## config.mk

```make
export PLATFORM = sky130hd
export DESIGN_NAME = axi4_lite_arbiter_flat
export DESIGN_NICKNAME = d
export VERILOG_FILES = /design/src/rtl/axi4_lite_arbiter_pkg.sv /design/src/rtl/axi4_lite_arbiter_if.sv /design/src/rtl/axi4_lite_arbiter_rr_arb2.sv /design/src/rtl/axi4_lite_arbiter.sv /design/src/flat_wrapper.sv
export SDC_FILE = /design/constraint.sdc
export NUM_CORES = 1
export LEC_CHECK = 0
export ABC_AREA = 1
export CAP_MARGIN = 20
export CORE_AREA = 2 2 178 180
export DETAILED_ROUTE_END_ITERATION = 10
export DIE_AREA = 0 0 180 182
export SYNTH_ARGS = -nofsm -noshare
export SYNTH_HDL_FRONTEND = slang
export SYNTH_SLANG_ARGS = --single-unit
```

## constraint.sdc

```tcl
create_clock -name iCLK -period 1.8 [get_ports iCLK]
set_clock_uncertainty 0.2 [all_clocks]
set_input_delay 0.54 -clock iCLK [delete_from_list [all_inputs] [get_ports iCLK]]
set_output_delay 0.54 -clock iCLK [all_outputs]
set_load 0.01 [all_outputs]
```

## src/rtl/axi4_lite_arbiter_pkg.sv

```systemverilog
// Shared types and constants for the two-master AXI4-Lite arbiter.
package axi4_lite_pkg;

  typedef enum logic [2:0] {
    ST_IDLE    = 3'd0,
    ST_WR      = 3'd1,
    ST_WRESP   = 3'd2,
    ST_RD_ADDR = 3'd3,
    ST_RD_DATA = 3'd4
  } state_t;

  localparam logic [1:0] RESP_OKAY   = 2'b00;
  localparam logic [1:0] RESP_EXOKAY = 2'b01;
  localparam logic [1:0] RESP_SLVERR = 2'b10;
  localparam logic [1:0] RESP_DECERR = 2'b11;

endpackage

```

## src/rtl/axi4_lite_arbiter_if.sv

```systemverilog
// AXI4-Lite bundle; "master" drives requests, "slave" drives responses.
interface axi4_lite_arbiter_if #(
  parameter int ADDR_WIDTH = 32,
  parameter int DATA_WIDTH = 32
);
  logic                      AWVALID;
  logic                      AWREADY;
  logic [2:0]                AWPROT;
  logic [ADDR_WIDTH-1:0]     AWADDR;
  logic                      WVALID;
  logic                      WREADY;
  logic [DATA_WIDTH-1:0]     WDATA;
  logic [DATA_WIDTH/8-1:0]   WSTRB;
  logic                      BVALID;
  logic                      BREADY;
  logic [1:0]                BRESP;
  logic                      ARVALID;
  logic                      ARREADY;
  logic [2:0]                ARPROT;
  logic [ADDR_WIDTH-1:0]     ARADDR;
  logic                      RVALID;
  logic                      RREADY;
  logic [1:0]                RRESP;
  logic [DATA_WIDTH-1:0]     RDATA;

  modport master (
    output AWVALID, AWPROT, AWADDR, WVALID, WDATA, WSTRB, BREADY,
           ARVALID, ARPROT, ARADDR, RREADY,
    input  AWREADY, WREADY, BVALID, BRESP, ARREADY, RVALID, RRESP, RDATA
  );

  modport slave (
    input  AWVALID, AWPROT, AWADDR, WVALID, WDATA, WSTRB, BREADY,
           ARVALID, ARPROT, ARADDR, RREADY,
    output AWREADY, WREADY, BVALID, BRESP, ARREADY, RVALID, RRESP, RDATA
  );
endinterface

```

## src/rtl/axi4_lite_arbiter_rr_arb2.sv

```systemverilog
// Two-input round-robin pick: prio names the master favoured on a tie.
module axi4_lite_rr_arb2 (
  input  logic [1:0] req,
  input  logic       prio,
  output logic [1:0] gnt
);

  // One-hot winner; a lone requester always wins
  always_comb begin
    gnt = req;
    if (req == 2'b11) gnt = prio ? 2'b10 : 2'b01;
  end

endmodule

```

## src/rtl/axi4_lite_arbiter.sv

```systemverilog
// Shares one AXI4-Lite slave between two masters, one transaction at a time.
//
//   state      | meaning
//   IDLE       | no owner, arbitrating requests
//   WR         | AW and W of winner forwarded to slave
//   WRESP      | waiting for B handshake
//   RD_ADDR    | AR of winner forwarded to slave
//   RD_DATA    | waiting for R handshake
module axi4_lite_arbiter
  import axi4_lite_pkg::*;
#(
  parameter int ADDR_WIDTH = 32,
  parameter int DATA_WIDTH = 32
) (
  input  logic                iCLK,
  input  logic                iRST,
  axi4_lite_arbiter_if.slave  m0,
  axi4_lite_arbiter_if.slave  m1,
  axi4_lite_arbiter_if.master s,
  output logic [1:0]          grant,
  output logic                busy
);

  localparam int STRB_WIDTH = DATA_WIDTH / 8;

  state_t state, state_nxt;
  logic   prio, aw_done, w_done, sel, win_aw;
  logic [1:0] req, arb_gnt;

  logic                  mx_awvalid, mx_wvalid, mx_bready, mx_arvalid, mx_rready;
  logic [2:0]            mx_awprot, mx_arprot;
  logic [ADDR_WIDTH-1:0] mx_awaddr, mx_araddr;
  logic [DATA_WIDTH-1:0] mx_wdata;
  logic [STRB_WIDTH-1:0] mx_wstrb;

  logic                  s_awvalid, s_wvalid, s_bready, s_arvalid, s_rready;
  logic [2:0]            s_awprot, s_arprot;
  logic [ADDR_WIDTH-1:0] s_awaddr, s_araddr;
  logic [DATA_WIDTH-1:0] s_wdata, g_rdata;
  logic [STRB_WIDTH-1:0] s_wstrb;
  logic                  g_awready, g_wready, g_bvalid, g_arready, g_rvalid;
  logic [1:0]            g_bresp, g_rresp;
  logic                  aw_hs, w_hs, b_hs, ar_hs, r_hs;

  assign req    = {m1.AWVALID | m1.ARVALID, m0.AWVALID | m0.ARVALID};
  assign win_aw = arb_gnt[1] ? m1.AWVALID : m0.AWVALID;
  assign sel    = grant[1];
  assign busy   = (state != ST_IDLE);

  axi4_lite_rr_arb2 u_rr_arb2 (.req(req), .prio(prio), .gnt(arb_gnt));

  assign mx_awvalid = sel ? m1.AWVALID : m0.AWVALID;
  assign mx_awprot  = sel ? m1.AWPROT  : m0.AWPROT;
  assign mx_awaddr  = sel ? m1.AWADDR  : m0.AWADDR;
  assign mx_wvalid  = sel ? m1.WVALID  : m0.WVALID;
  assign mx_wdata   = sel ? m1.WDATA   : m0.WDATA;
  assign mx_wstrb   = sel ? m1.WSTRB   : m0.WSTRB;
  assign mx_bready  = sel ? m1.BREADY  : m0.BREADY;
  assign mx_arvalid = sel ? m1.ARVALID : m0.ARVALID;
  assign mx_arprot  = sel ? m1.ARPROT  : m0.ARPROT;
  assign mx_araddr  = sel ? m1.ARADDR  : m0.ARADDR;
  assign mx_rready  = sel ? m1.RREADY  : m0.RREADY;

  assign aw_hs = s_awvalid & s.AWREADY;
  assign w_hs  = s_wvalid  & s.WREADY;
  assign b_hs  = s_bready  & s.BVALID;
  assign ar_hs = s_arvalid & s.ARREADY;
  assign r_hs  = s_rready  & s.RVALID;

  // State register
  always_ff @(posedge iCLK or negedge iRST) begin
    if (!iRST) state <= ST_IDLE;
    else       state <= state_nxt;
  end

  // Owner, fairness pointer and write-channel completion flags
  always_ff @(posedge iCLK or negedge iRST) begin
    if (!iRST) begin
      grant   <= 2'b00;
      prio    <= 1'b0;
      aw_done <= 1'b0;
      w_done  <= 1'b0;
    end else begin
      if (state == ST_IDLE) begin
        if (|req) grant <= arb_gnt;
      end else if (state_nxt == ST_IDLE) begin
        grant <= 2'b00;
        prio  <= ~sel;
      end
      if (state == ST_WR) begin
        if (aw_hs) aw_done <= 1'b1;
        if (w_hs)  w_done  <= 1'b1;
      end else begin
        aw_done <= 1'b0;
        w_done  <= 1'b0;
      end
    end
  end

  // Next-state decode; a master with both AW and AR pending writes first
  always_comb begin
    state_nxt = state;
    case (state)
      ST_IDLE:    if (|req) state_nxt = win_aw ? ST_WR : ST_RD_ADDR;
      ST_WR:      if ((aw_done | aw_hs) && (w_done | w_hs)) state_nxt = ST_WRESP;
      ST_WRESP:   if (b_hs)  state_nxt = ST_IDLE;
      ST_RD_ADDR: if (ar_hs) state_nxt = ST_RD_DATA;
      ST_RD_DATA: if (r_hs)  state_nxt = ST_IDLE;
      default:    state_nxt = ST_IDLE;
    endcase
  end

  // Channel routing: only the channel(s) of the current state are live
  always_comb begin
    s_awvalid = 1'b0; s_awprot = '0; s_awaddr = '0;
    s_wvalid  = 1'b0; s_wdata  = '0; s_wstrb  = '0;
    s_bready  = 1'b0;
    s_arvalid = 1'b0; s_arprot = '0; s_araddr = '0;
    s_rready  = 1'b0;
    g_awready = 1'b0; g_wready = 1'b0;
    g_bvalid  = 1'b0; g_bresp  = '0;
    g_arready = 1'b0;
    g_rvalid  = 1'b0; g_rresp  = '0; g_rdata = '0;
    case (state)
      ST_WR: begin
        if (!aw_done) begin
          s_awvalid = mx_awvalid;
          s_awprot  = mx_awprot;
          s_awaddr  = mx_awaddr;
          g_awready = s.AWREADY;
        end
        if (!w_done) begin
          s_wvalid = mx_wvalid;
          s_wdata  = mx_wdata;
          s_wstrb  = mx_wstrb;
          g_wready = s.WREADY;
        end
      end
      ST_WRESP: begin
        s_bready = mx_bready;
        g_bvalid = s.BVALID;
        g_bresp  = s.BRESP;
      end
      ST_RD_ADDR: begin
        s_arvalid = mx_arvalid;
        s_arprot  = mx_arprot;
        s_araddr  = mx_araddr;
        g_arready = s.ARREADY;
      end
      ST_RD_DATA: begin
        s_rready = mx_rready;
        g_rvalid = s.RVALID;
        g_rresp  = s.RRESP;
        g_rdata  = s.RDATA;
      end
      default: ;
    endcase
  end

  assign s.AWVALID = s_awvalid;
  assign s.AWPROT  = s_awprot;
  assign s.AWADDR  = s_awaddr;
  assign s.WVALID  = s_wvalid;
  assign s.WDATA   = s_wdata;
  assign s.WSTRB   = s_wstrb;
  assign s.BREADY  = s_bready;
  assign s.ARVALID = s_arvalid;
  assign s.ARPROT  = s_arprot;
  assign s.ARADDR  = s_araddr;
  assign s.RREADY  = s_rready;

  assign m0.AWREADY = grant[0] & g_awready;
  assign m0.WREADY  = grant[0] & g_wready;
  assign m0.BVALID  = grant[0] & g_bvalid;
  assign m0.BRESP   = grant[0] ? g_bresp : 2'b00;
  assign m0.ARREADY = grant[0] & g_arready;
  assign m0.RVALID  = grant[0] & g_rvalid;
  assign m0.RRESP   = grant[0] ? g_rresp : 2'b00;
  assign m0.RDATA   = grant[0] ? g_rdata : '0;

  assign m1.AWREADY = grant[1] & g_awready;
  assign m1.WREADY  = grant[1] & g_wready;
  assign m1.BVALID  = grant[1] & g_bvalid;
  assign m1.BRESP   = grant[1] ? g_bresp : 2'b00;
  assign m1.ARREADY = grant[1] & g_arready;
  assign m1.RVALID  = grant[1] & g_rvalid;
  assign m1.RRESP   = grant[1] ? g_rresp : 2'b00;
  assign m1.RDATA   = grant[1] ? g_rdata : '0;

endmodule

```

## src/flat_wrapper.sv

```systemverilog
// flat-port wrapper written by rule: the top's interface ports become plain ports
module axi4_lite_arbiter_flat import axi4_lite_pkg::*;
#(
  parameter int ADDR_WIDTH = 32,
  parameter int DATA_WIDTH = 32
)
  (iCLK, iRST, grant, busy, m0_AWVALID, m0_AWPROT, m0_AWADDR, m0_WVALID, m0_WDATA, m0_WSTRB, m0_BREADY, m0_ARVALID, m0_ARPROT, m0_ARADDR, m0_RREADY, m0_AWREADY, m0_WREADY, m0_BVALID, m0_BRESP, m0_ARREADY, m0_RVALID, m0_RRESP, m0_RDATA, m1_AWVALID, m1_AWPROT, m1_AWADDR, m1_WVALID, m1_WDATA, m1_WSTRB, m1_BREADY, m1_ARVALID, m1_ARPROT, m1_ARADDR, m1_RREADY, m1_AWREADY, m1_WREADY, m1_BVALID, m1_BRESP, m1_ARREADY, m1_RVALID, m1_RRESP, m1_RDATA, s_AWVALID, s_AWPROT, s_AWADDR, s_WVALID, s_WDATA, s_WSTRB, s_BREADY, s_ARVALID, s_ARPROT, s_ARADDR, s_RREADY, s_AWREADY, s_WREADY, s_BVALID, s_BRESP, s_ARREADY, s_RVALID, s_RRESP, s_RDATA);
  axi4_lite_arbiter_if #(.ADDR_WIDTH(ADDR_WIDTH), .DATA_WIDTH(DATA_WIDTH)) m0_i ();
  axi4_lite_arbiter_if #(.ADDR_WIDTH(ADDR_WIDTH), .DATA_WIDTH(DATA_WIDTH)) m1_i ();
  axi4_lite_arbiter_if #(.ADDR_WIDTH(ADDR_WIDTH), .DATA_WIDTH(DATA_WIDTH)) s_i ();
  input  logic iCLK;
  input  logic iRST;
  output logic [1:0] grant;
  output logic busy;
  input wire logic [$bits(m0_i.AWVALID)-1:0] m0_AWVALID;
  input wire logic [$bits(m0_i.AWPROT)-1:0] m0_AWPROT;
  input wire logic [$bits(m0_i.AWADDR)-1:0] m0_AWADDR;
  input wire logic [$bits(m0_i.WVALID)-1:0] m0_WVALID;
  input wire logic [$bits(m0_i.WDATA)-1:0] m0_WDATA;
  input wire logic [$bits(m0_i.WSTRB)-1:0] m0_WSTRB;
  input wire logic [$bits(m0_i.BREADY)-1:0] m0_BREADY;
  input wire logic [$bits(m0_i.ARVALID)-1:0] m0_ARVALID;
  input wire logic [$bits(m0_i.ARPROT)-1:0] m0_ARPROT;
  input wire logic [$bits(m0_i.ARADDR)-1:0] m0_ARADDR;
  input wire logic [$bits(m0_i.RREADY)-1:0] m0_RREADY;
  output wire logic [$bits(m0_i.AWREADY)-1:0] m0_AWREADY;
  output wire logic [$bits(m0_i.WREADY)-1:0] m0_WREADY;
  output wire logic [$bits(m0_i.BVALID)-1:0] m0_BVALID;
  output wire logic [$bits(m0_i.BRESP)-1:0] m0_BRESP;
  output wire logic [$bits(m0_i.ARREADY)-1:0] m0_ARREADY;
  output wire logic [$bits(m0_i.RVALID)-1:0] m0_RVALID;
  output wire logic [$bits(m0_i.RRESP)-1:0] m0_RRESP;
  output wire logic [$bits(m0_i.RDATA)-1:0] m0_RDATA;
  input wire logic [$bits(m1_i.AWVALID)-1:0] m1_AWVALID;
  input wire logic [$bits(m1_i.AWPROT)-1:0] m1_AWPROT;
  input wire logic [$bits(m1_i.AWADDR)-1:0] m1_AWADDR;
  input wire logic [$bits(m1_i.WVALID)-1:0] m1_WVALID;
  input wire logic [$bits(m1_i.WDATA)-1:0] m1_WDATA;
  input wire logic [$bits(m1_i.WSTRB)-1:0] m1_WSTRB;
  input wire logic [$bits(m1_i.BREADY)-1:0] m1_BREADY;
  input wire logic [$bits(m1_i.ARVALID)-1:0] m1_ARVALID;
  input wire logic [$bits(m1_i.ARPROT)-1:0] m1_ARPROT;
  input wire logic [$bits(m1_i.ARADDR)-1:0] m1_ARADDR;
  input wire logic [$bits(m1_i.RREADY)-1:0] m1_RREADY;
  output wire logic [$bits(m1_i.AWREADY)-1:0] m1_AWREADY;
  output wire logic [$bits(m1_i.WREADY)-1:0] m1_WREADY;
  output wire logic [$bits(m1_i.BVALID)-1:0] m1_BVALID;
  output wire logic [$bits(m1_i.BRESP)-1:0] m1_BRESP;
  output wire logic [$bits(m1_i.ARREADY)-1:0] m1_ARREADY;
  output wire logic [$bits(m1_i.RVALID)-1:0] m1_RVALID;
  output wire logic [$bits(m1_i.RRESP)-1:0] m1_RRESP;
  output wire logic [$bits(m1_i.RDATA)-1:0] m1_RDATA;
  output wire logic [$bits(s_i.AWVALID)-1:0] s_AWVALID;
  output wire logic [$bits(s_i.AWPROT)-1:0] s_AWPROT;
  output wire logic [$bits(s_i.AWADDR)-1:0] s_AWADDR;
  output wire logic [$bits(s_i.WVALID)-1:0] s_WVALID;
  output wire logic [$bits(s_i.WDATA)-1:0] s_WDATA;
  output wire logic [$bits(s_i.WSTRB)-1:0] s_WSTRB;
  output wire logic [$bits(s_i.BREADY)-1:0] s_BREADY;
  output wire logic [$bits(s_i.ARVALID)-1:0] s_ARVALID;
  output wire logic [$bits(s_i.ARPROT)-1:0] s_ARPROT;
  output wire logic [$bits(s_i.ARADDR)-1:0] s_ARADDR;
  output wire logic [$bits(s_i.RREADY)-1:0] s_RREADY;
  input wire logic [$bits(s_i.AWREADY)-1:0] s_AWREADY;
  input wire logic [$bits(s_i.WREADY)-1:0] s_WREADY;
  input wire logic [$bits(s_i.BVALID)-1:0] s_BVALID;
  input wire logic [$bits(s_i.BRESP)-1:0] s_BRESP;
  input wire logic [$bits(s_i.ARREADY)-1:0] s_ARREADY;
  input wire logic [$bits(s_i.RVALID)-1:0] s_RVALID;
  input wire logic [$bits(s_i.RRESP)-1:0] s_RRESP;
  input wire logic [$bits(s_i.RDATA)-1:0] s_RDATA;
  assign m0_i.AWVALID = m0_AWVALID;
  assign m0_i.AWPROT = m0_AWPROT;
  assign m0_i.AWADDR = m0_AWADDR;
  assign m0_i.WVALID = m0_WVALID;
  assign m0_i.WDATA = m0_WDATA;
  assign m0_i.WSTRB = m0_WSTRB;
  assign m0_i.BREADY = m0_BREADY;
  assign m0_i.ARVALID = m0_ARVALID;
  assign m0_i.ARPROT = m0_ARPROT;
  assign m0_i.ARADDR = m0_ARADDR;
  assign m0_i.RREADY = m0_RREADY;
  assign m0_AWREADY = m0_i.AWREADY;
  assign m0_WREADY = m0_i.WREADY;
  assign m0_BVALID = m0_i.BVALID;
  assign m0_BRESP = m0_i.BRESP;
  assign m0_ARREADY = m0_i.ARREADY;
  assign m0_RVALID = m0_i.RVALID;
  assign m0_RRESP = m0_i.RRESP;
  assign m0_RDATA = m0_i.RDATA;
  assign m1_i.AWVALID = m1_AWVALID;
  assign m1_i.AWPROT = m1_AWPROT;
  assign m1_i.AWADDR = m1_AWADDR;
  assign m1_i.WVALID = m1_WVALID;
  assign m1_i.WDATA = m1_WDATA;
  assign m1_i.WSTRB = m1_WSTRB;
  assign m1_i.BREADY = m1_BREADY;
  assign m1_i.ARVALID = m1_ARVALID;
  assign m1_i.ARPROT = m1_ARPROT;
  assign m1_i.ARADDR = m1_ARADDR;
  assign m1_i.RREADY = m1_RREADY;
  assign m1_AWREADY = m1_i.AWREADY;
  assign m1_WREADY = m1_i.WREADY;
  assign m1_BVALID = m1_i.BVALID;
  assign m1_BRESP = m1_i.BRESP;
  assign m1_ARREADY = m1_i.ARREADY;
  assign m1_RVALID = m1_i.RVALID;
  assign m1_RRESP = m1_i.RRESP;
  assign m1_RDATA = m1_i.RDATA;
  assign s_AWVALID = s_i.AWVALID;
  assign s_AWPROT = s_i.AWPROT;
  assign s_AWADDR = s_i.AWADDR;
  assign s_WVALID = s_i.WVALID;
  assign s_WDATA = s_i.WDATA;
  assign s_WSTRB = s_i.WSTRB;
  assign s_BREADY = s_i.BREADY;
  assign s_ARVALID = s_i.ARVALID;
  assign s_ARPROT = s_i.ARPROT;
  assign s_ARADDR = s_i.ARADDR;
  assign s_RREADY = s_i.RREADY;
  assign s_i.AWREADY = s_AWREADY;
  assign s_i.WREADY = s_WREADY;
  assign s_i.BVALID = s_BVALID;
  assign s_i.BRESP = s_BRESP;
  assign s_i.ARREADY = s_ARREADY;
  assign s_i.RVALID = s_RVALID;
  assign s_i.RRESP = s_RRESP;
  assign s_i.RDATA = s_RDATA;
  axi4_lite_arbiter #(.ADDR_WIDTH(ADDR_WIDTH), .DATA_WIDTH(DATA_WIDTH)) u_core (.iCLK(iCLK), .iRST(iRST), .m0(m0_i), .m1(m1_i), .s(s_i), .grant(grant), .busy(busy));
endmodule
```

# Word level (Yosys, flattened, before mapping)
# Cells that the tools add are included.
# word_totals
regBits	8
latchBits	0
ramBits	0
mem_bits_ro	0
input_bits	265
out_inout_bits	196
wordCells	103
mem_count	0
# classes
addsub	0
n_mul	0
n_div	0
order_cmp	0
n_eq_ne	8
shifts	0
n_mux	61
n_bitwise	21
n_reduce_logical	8
# ops
cell	n
32-bit 2-to-1 mux	11
3-bit 2-to-1 mux	10
1-bit 2-to-1 mux	24
2-bit 2-to-1 mux	12
1-bit bitwise AND	15
3-bit one-hot mux with 5 select lines	1
4-bit 2-to-1 mux	3
3-bit by 2-bit == test with 1-bit output, second input constant	2
3-bit zero test	2
2-bit by 1-bit != test with 1-bit output, second input constant	2
1-bit OR	4
2-bit AND reduction	2
3-bit by 1-bit == test with 1-bit output, second input constant	1
3-bit == test, second input constant	1
3-bit nonzero test	1
2-bit == test, second input constant	1
2-bit != test, second input constant	1
1-bit NOT	2
2-bit nonzero test	1
2-bit OR reduction	1
1-bit logical AND	1

# Logic depth before layout (Yosys ltp)
# logic_depth
depth_word	11
mapped_depth	13
depth_no_buf	12

# Modules after synthesis
# Synthesis repeated with hierarchy kept, for this count alone.
# unflattened
cells_unflattened	668
area_unflattened_um2	3002.9
# by_module_without_submodules
module	instances	cells_per_inst	area_each_um2	seq_area_each_um2
axi4_lite_arbiter	1	663	2981.6	200.2
axi4_lite_rr_arb2	1	5	21.3	0.0

# Worst setup path before layout
# No wires, ideal clock.
# synth_path
path_type	register -> output
from	reg u_core.grant[1]
to	out s_WDATA[25]
arrival_time_ps	1347
required_ps	1060
path_slack_ps	-287
path_stages_with_launch	7
path_buffers	3
path_cell_list	dfrtp_1 -> buf_4 -> inv_2 -> clkbuf_1 -> buf_2 -> nand2_1 -> a21oi_1
# synth_via
elab_chain_len	3
# synth_lines
element	line_no	text
from (decl)	axi4_lite_arbiter.sv:20	output logic [1:0] grant,
from (signal assigned)	axi4_lite_arbiter.sv:85	if (|req) grant <= arb_gnt;
32-bit 2-to-1 mux	axi4_lite_arbiter.sv:56	assign mx_wdata = sel ? m1.WDATA : m0.WDATA;
32-bit 2-to-1 mux	axi4_lite_arbiter.sv:132	if (!w_done) begin
32-bit 2-to-1 mux	axi4_lite_arbiter.sv:124	case (state)
to (decl)	flat_wrapper.sv:57	output wire logic [$bits(s_i.WDATA)-1:0] s_WDATA;
# No other way between the ends.

# Worst setup path in the final report
# layout_path
from	reg u_core.grant[1]
to	out m1_ARREADY
# layout_via
elab_chain_len	1
# layout_lines
element	line_no	text
1-bit bitwise AND	axi4_lite_arbiter.sv:185	assign m1.ARREADY = grant[1] & g_arready;
to (decl)	flat_wrapper.sv:49	output wire logic [$bits(m1_i.ARREADY)-1:0] m1_ARREADY;
# No other way between the ends.

==> results <==
[Yosys cell counts (all sizes together)]
cell type / n / area [um^2]
nand2: 325 / 1230
inv: 95 / 357
nor3: 83 / 415
a21oi: 77 / 389
clkbuf: 30 / 113
buf: 21 / 113
nor2: 10 / 52.6
nand3: 9 / 50.1
dfrtp: 8 / 200
o21ai: 2 / 17.5
clkinv: 1 / 3.75
o21bai: 1 / 18.8
or2: 1 / 6.26
[registers in the layout, indices dropped and copies added (netlist names)]
register        count
u_core.aw_done      1
u_core.grant        2
u_core.prio         1
u_core.state        3
u_core.w_done       1
[logic make-up (layout without fill, tap and decap cells)]
kind of cell | Yosys count | count (layout) | share of synthesized area [%]
AND/OR/NAND/NOR | 428 | 429 | 59.1
buffers and inverters | 147 | 782 | 19.8
flip-flops | 8 | 8 | 6.76
AO/OA/AOI/OAI | 80 | 80 | 14.4
other | 0 | 1 | 0
[metrics by stage]
| stage | util (%) | TNS (ns) | instance area [um^2] | setup WS (ns) |
|---|---|---|---|---|
| final | 40.3 | -111.01 | 12500 | -0.721 |
| after global routing | 40.3 | -123.59 | 12500 | -0.776 |
| after CTS | 37.2 | -113.93 | 11500 | -0.737 |
| after detailed placement | 31.1 | -143.15 | 9650 | -0.962 |
| after global placement | 31.1 | -141.75 | 9650 | -0.957 |
| after floorplan | - | -19.40 | 4050 | -0.165 |
[final cells by class]
cell class | count | area, um^2 | share of cell area [%]
Timing Repair inverter | 3 | 48.8 | 0.391
Timing Repair Buffer | 679 | 7140 | 57.2
Tap cell | 402 | 503 | 4.03
Sequential cell | 8 | 205 | 1.64
Inverter | 96 | 427 | 3.42
Multi-Input combinational cell | 509 | 4080 | 32.7
Clock buffer | 4 | 78.8 | 0.631
Antenna cell | 1 | 2.50 | 0.0200
[worst max path at each step]
stage                         to  slack (ns)
CTS                   s_WDATA[3]       -0.74
floorplan           m1_RDATA[10]       -0.16
global route          m1_ARREADY       -0.78
global placement       s_ARVALID       -0.96
finish                m1_ARREADY       -0.72
detailed placement     s_ARVALID       -0.96
[power groups by stage]
stage	Sequential (uW)	Clock [uW]	Combinational [uW]
floorplan	332	0	5120
global placement	342	0	10100
detailed placement	347	0	10100
CTS	334	387	14700
global route	352	405	17000
finish	343	396	16100
[tightest hold or removal path, stage by stage, from the launching register on]
cell and delay, ns:
dfrtp_1 0.38, nand2_2 0.07, o21ai_2 0.05
[per-layer routing]
layer / vias up / GRT usage [%] / part of all wire (%)
li1: 3315 / - / -
met1: 3106 / 18.7 / 38
met2: 357 / 32.1 / 53
met3: 43 / 2.73 / 6.8
met4: 0 / 4.00 / 2.4
met5: - / 0 / 0
[timing repair]
action | 4_1_cts | 5_1_grt
pin swaps | 59 | 83
gates cloned | 30 | 7
setup buffers | 80 | 32
setup endpoints to repair | 201 | 203
endpoints found under the hold margin | 0 | 0
resized for setup | 1099 | 221
[cell usage in the layout, fill, tap and decap left out, types with 3 or more instances in the layout]
| cell | Yosys | final |
|---|---|---|
| clkdlybuf4s50_1 | 0 | 262 |
| nand2_1 | 322 | 175 |
| buf_6 | 1 | 126 |
| buf_2 | 18 | 126 |
| nand2_2 | 3 | 110 |
| buf_4 | 1 | 75 |
| inv_1 | 92 | 70 |
| nor3_2 | 0 | 43 |
| a21oi_4 | 0 | 40 |
| nand2_4 | 0 | 39 |
| nor3_4 | 0 | 39 |
| buf_12 | 0 | 38 |
| a21oi_2 | 1 | 37 |
| buf_16 | 0 | 25 |
| inv_2 | 3 | 21 |
| buf_8 | 0 | 18 |
| clkbuf_16 | 0 | 8 |
| dfrtp_1 | 8 | 6 |
| nand3_2 | 1 | 5 |
| clkinv_8 | 0 | 5 |
| nor2_4 | 1 | 4 |
| nor2_1 | 6 | 3 |
| nor2_2 | 3 | 3 |
==> reports/metrics.csv <==
stage;metric;value;unit
run_status;status;finished with violations;
run_status;failing checks;setup timing;
pwr;VDD IR max;0.000597;V
flow_run;Max-Cap Viols;0;
routing;DRT Wirelength;30100;um
pwr;Sw Ratio;46.4;%
critical_path;launching point of the worst reg2reg path;u_core.grant[1];
timing;final hold slack;0.331;ns
timing;Final Hold Viols;0;
grt;largest net degree at the start of global routing;22;
routing;initial DRC count;166;
clock_network;Clock Latency Late Sink;0.24;ns
critical_path;Setup Crit Path Kind;reg2out;
critical_path;worst reg-to-reg path cell count;15;
place;RD Place Congestion;0.804;
clock_network;# H-tree levels;1;
clock_network;clock root buffer master;clkbuf_16;
critical_path;Crit-path slowest cell;dfrtp_4;
grt;first-pass GRT wire length;41700;um
timing;Min Clock Period, post-route;2.52;ns
pwr;Pleak;0.00599;uW
final_layout;FILL cells;3038;
critical_path;peak fanout along the critical path;6;
timing;PnR worst setup slack;-0.721;ns
grt;initial antenna violation count;1;
floorplanning;Chip Width;180;um
synth;synthesized area per cell;4.47;um^2
critical_path;flop2flop setup slack;-0.49;ns
floorplanning;die span in y;182;um
pwr;P_sw;7800;uW
timing;RSZ-0062 raised after global routing;true;
timing;slew margin rel.;72.1;%
timing;highest clock rate;397;MHz
pwr;Power Total;16800;uW
place;post-DP HPWL;19400;um
floorplanning;Core ar.;31000;um^2
grt;grt ovf;0;
routing;antenna-violating nets left;0;
final_layout;Syn-to-layout area delta;321;%
routing;residual DRC count;0;
hold_path;hold depth;2;
hold_path;worst hold start;u_core.prio;
pwr;sequential power share;2.0;%
critical_path;Worst Path Buf+Inv;7;
critical_path;data required time at the worst endpoint;1.06;ns
clock_network;number of CTS-inserted buffers;3;
critical_path;total stage count of the critical path;8;
synth;library cells used by synthesis;22;
critical_path;CP delay by family, top;buffers and inverters;
synth;sequential share of the synthesized area;6.76;%
hold_path;WHS Endpoint;u_core.prio;
pwr;PD cells;1350;nW/um^2
pwr;combinational power share;95.6;%
grt;global-route usage over all layers;16.6;%
timing;# setup viols final;200;
synth;Post-Syn Area;2960;um^2
clock_network;clock sink count;8;
critical_path;Worst setup EP type;output pin;
synth;Yosys reg bits;8;
routing;TritonRoute pass-1 iters;4;
hold_path;Hold Path Class;reg2reg;
synth;YS warnings;0;
critical_path;Arrival @ worst endpoint;1.78;ns
timing;part of the cycle the worst path needs;140;%
final_layout;nets;1565;
pwr;Int Power;9000;uW
floorplanning;die area;32800;um^2
place;DP Cell Count;1567;
routing;Via-to-Cell Ratio;4.01;
routing;total number of vias;6821;
critical_path;nature of the critical path startpoint;register;
clock_network;Post-CTS Hold Fix Bufs;0;
synth;syn_nets;928;
place;input/output buffers;460;
clock_network;TritonCTS clock tree;yes;
final_layout;share of post-route cells with drive strength above 1;59.7;%
grt;vias in the first global route;7050;
floorplanning;FP Rows;65;
clock_network;clock buffer depth;2;
critical_path;Most common cell on crit path;buf_12;
critical_path;crit-path max cell delay;0.43;ns
critical_path;CP startpoint;u_core.grant[1];
final_layout;fin cells;1702;
critical_path;reg2reg end;u_core.grant[1];
critical_path;CP cell instances;buf_12 -> clkinv_16 -> buf_12 -> buf_16 -> buf_8 -> buf_4 -> nor3_2 -> buf_2;
pwr;Clk pwr share;2.4;%
timing;Worst-Margin Slew;0.417;ns
floorplanning;num ports;461;
clock_network;clock slew at reported path FFs;0.04;ns
synth;Mapped Cells;663;
timing;fin. max-slew vios;0;
floorplanning;Initial Utilization;9.56;%
routing;DR WL/cell;17.7;um
Power figures use the tool's default switching activity.
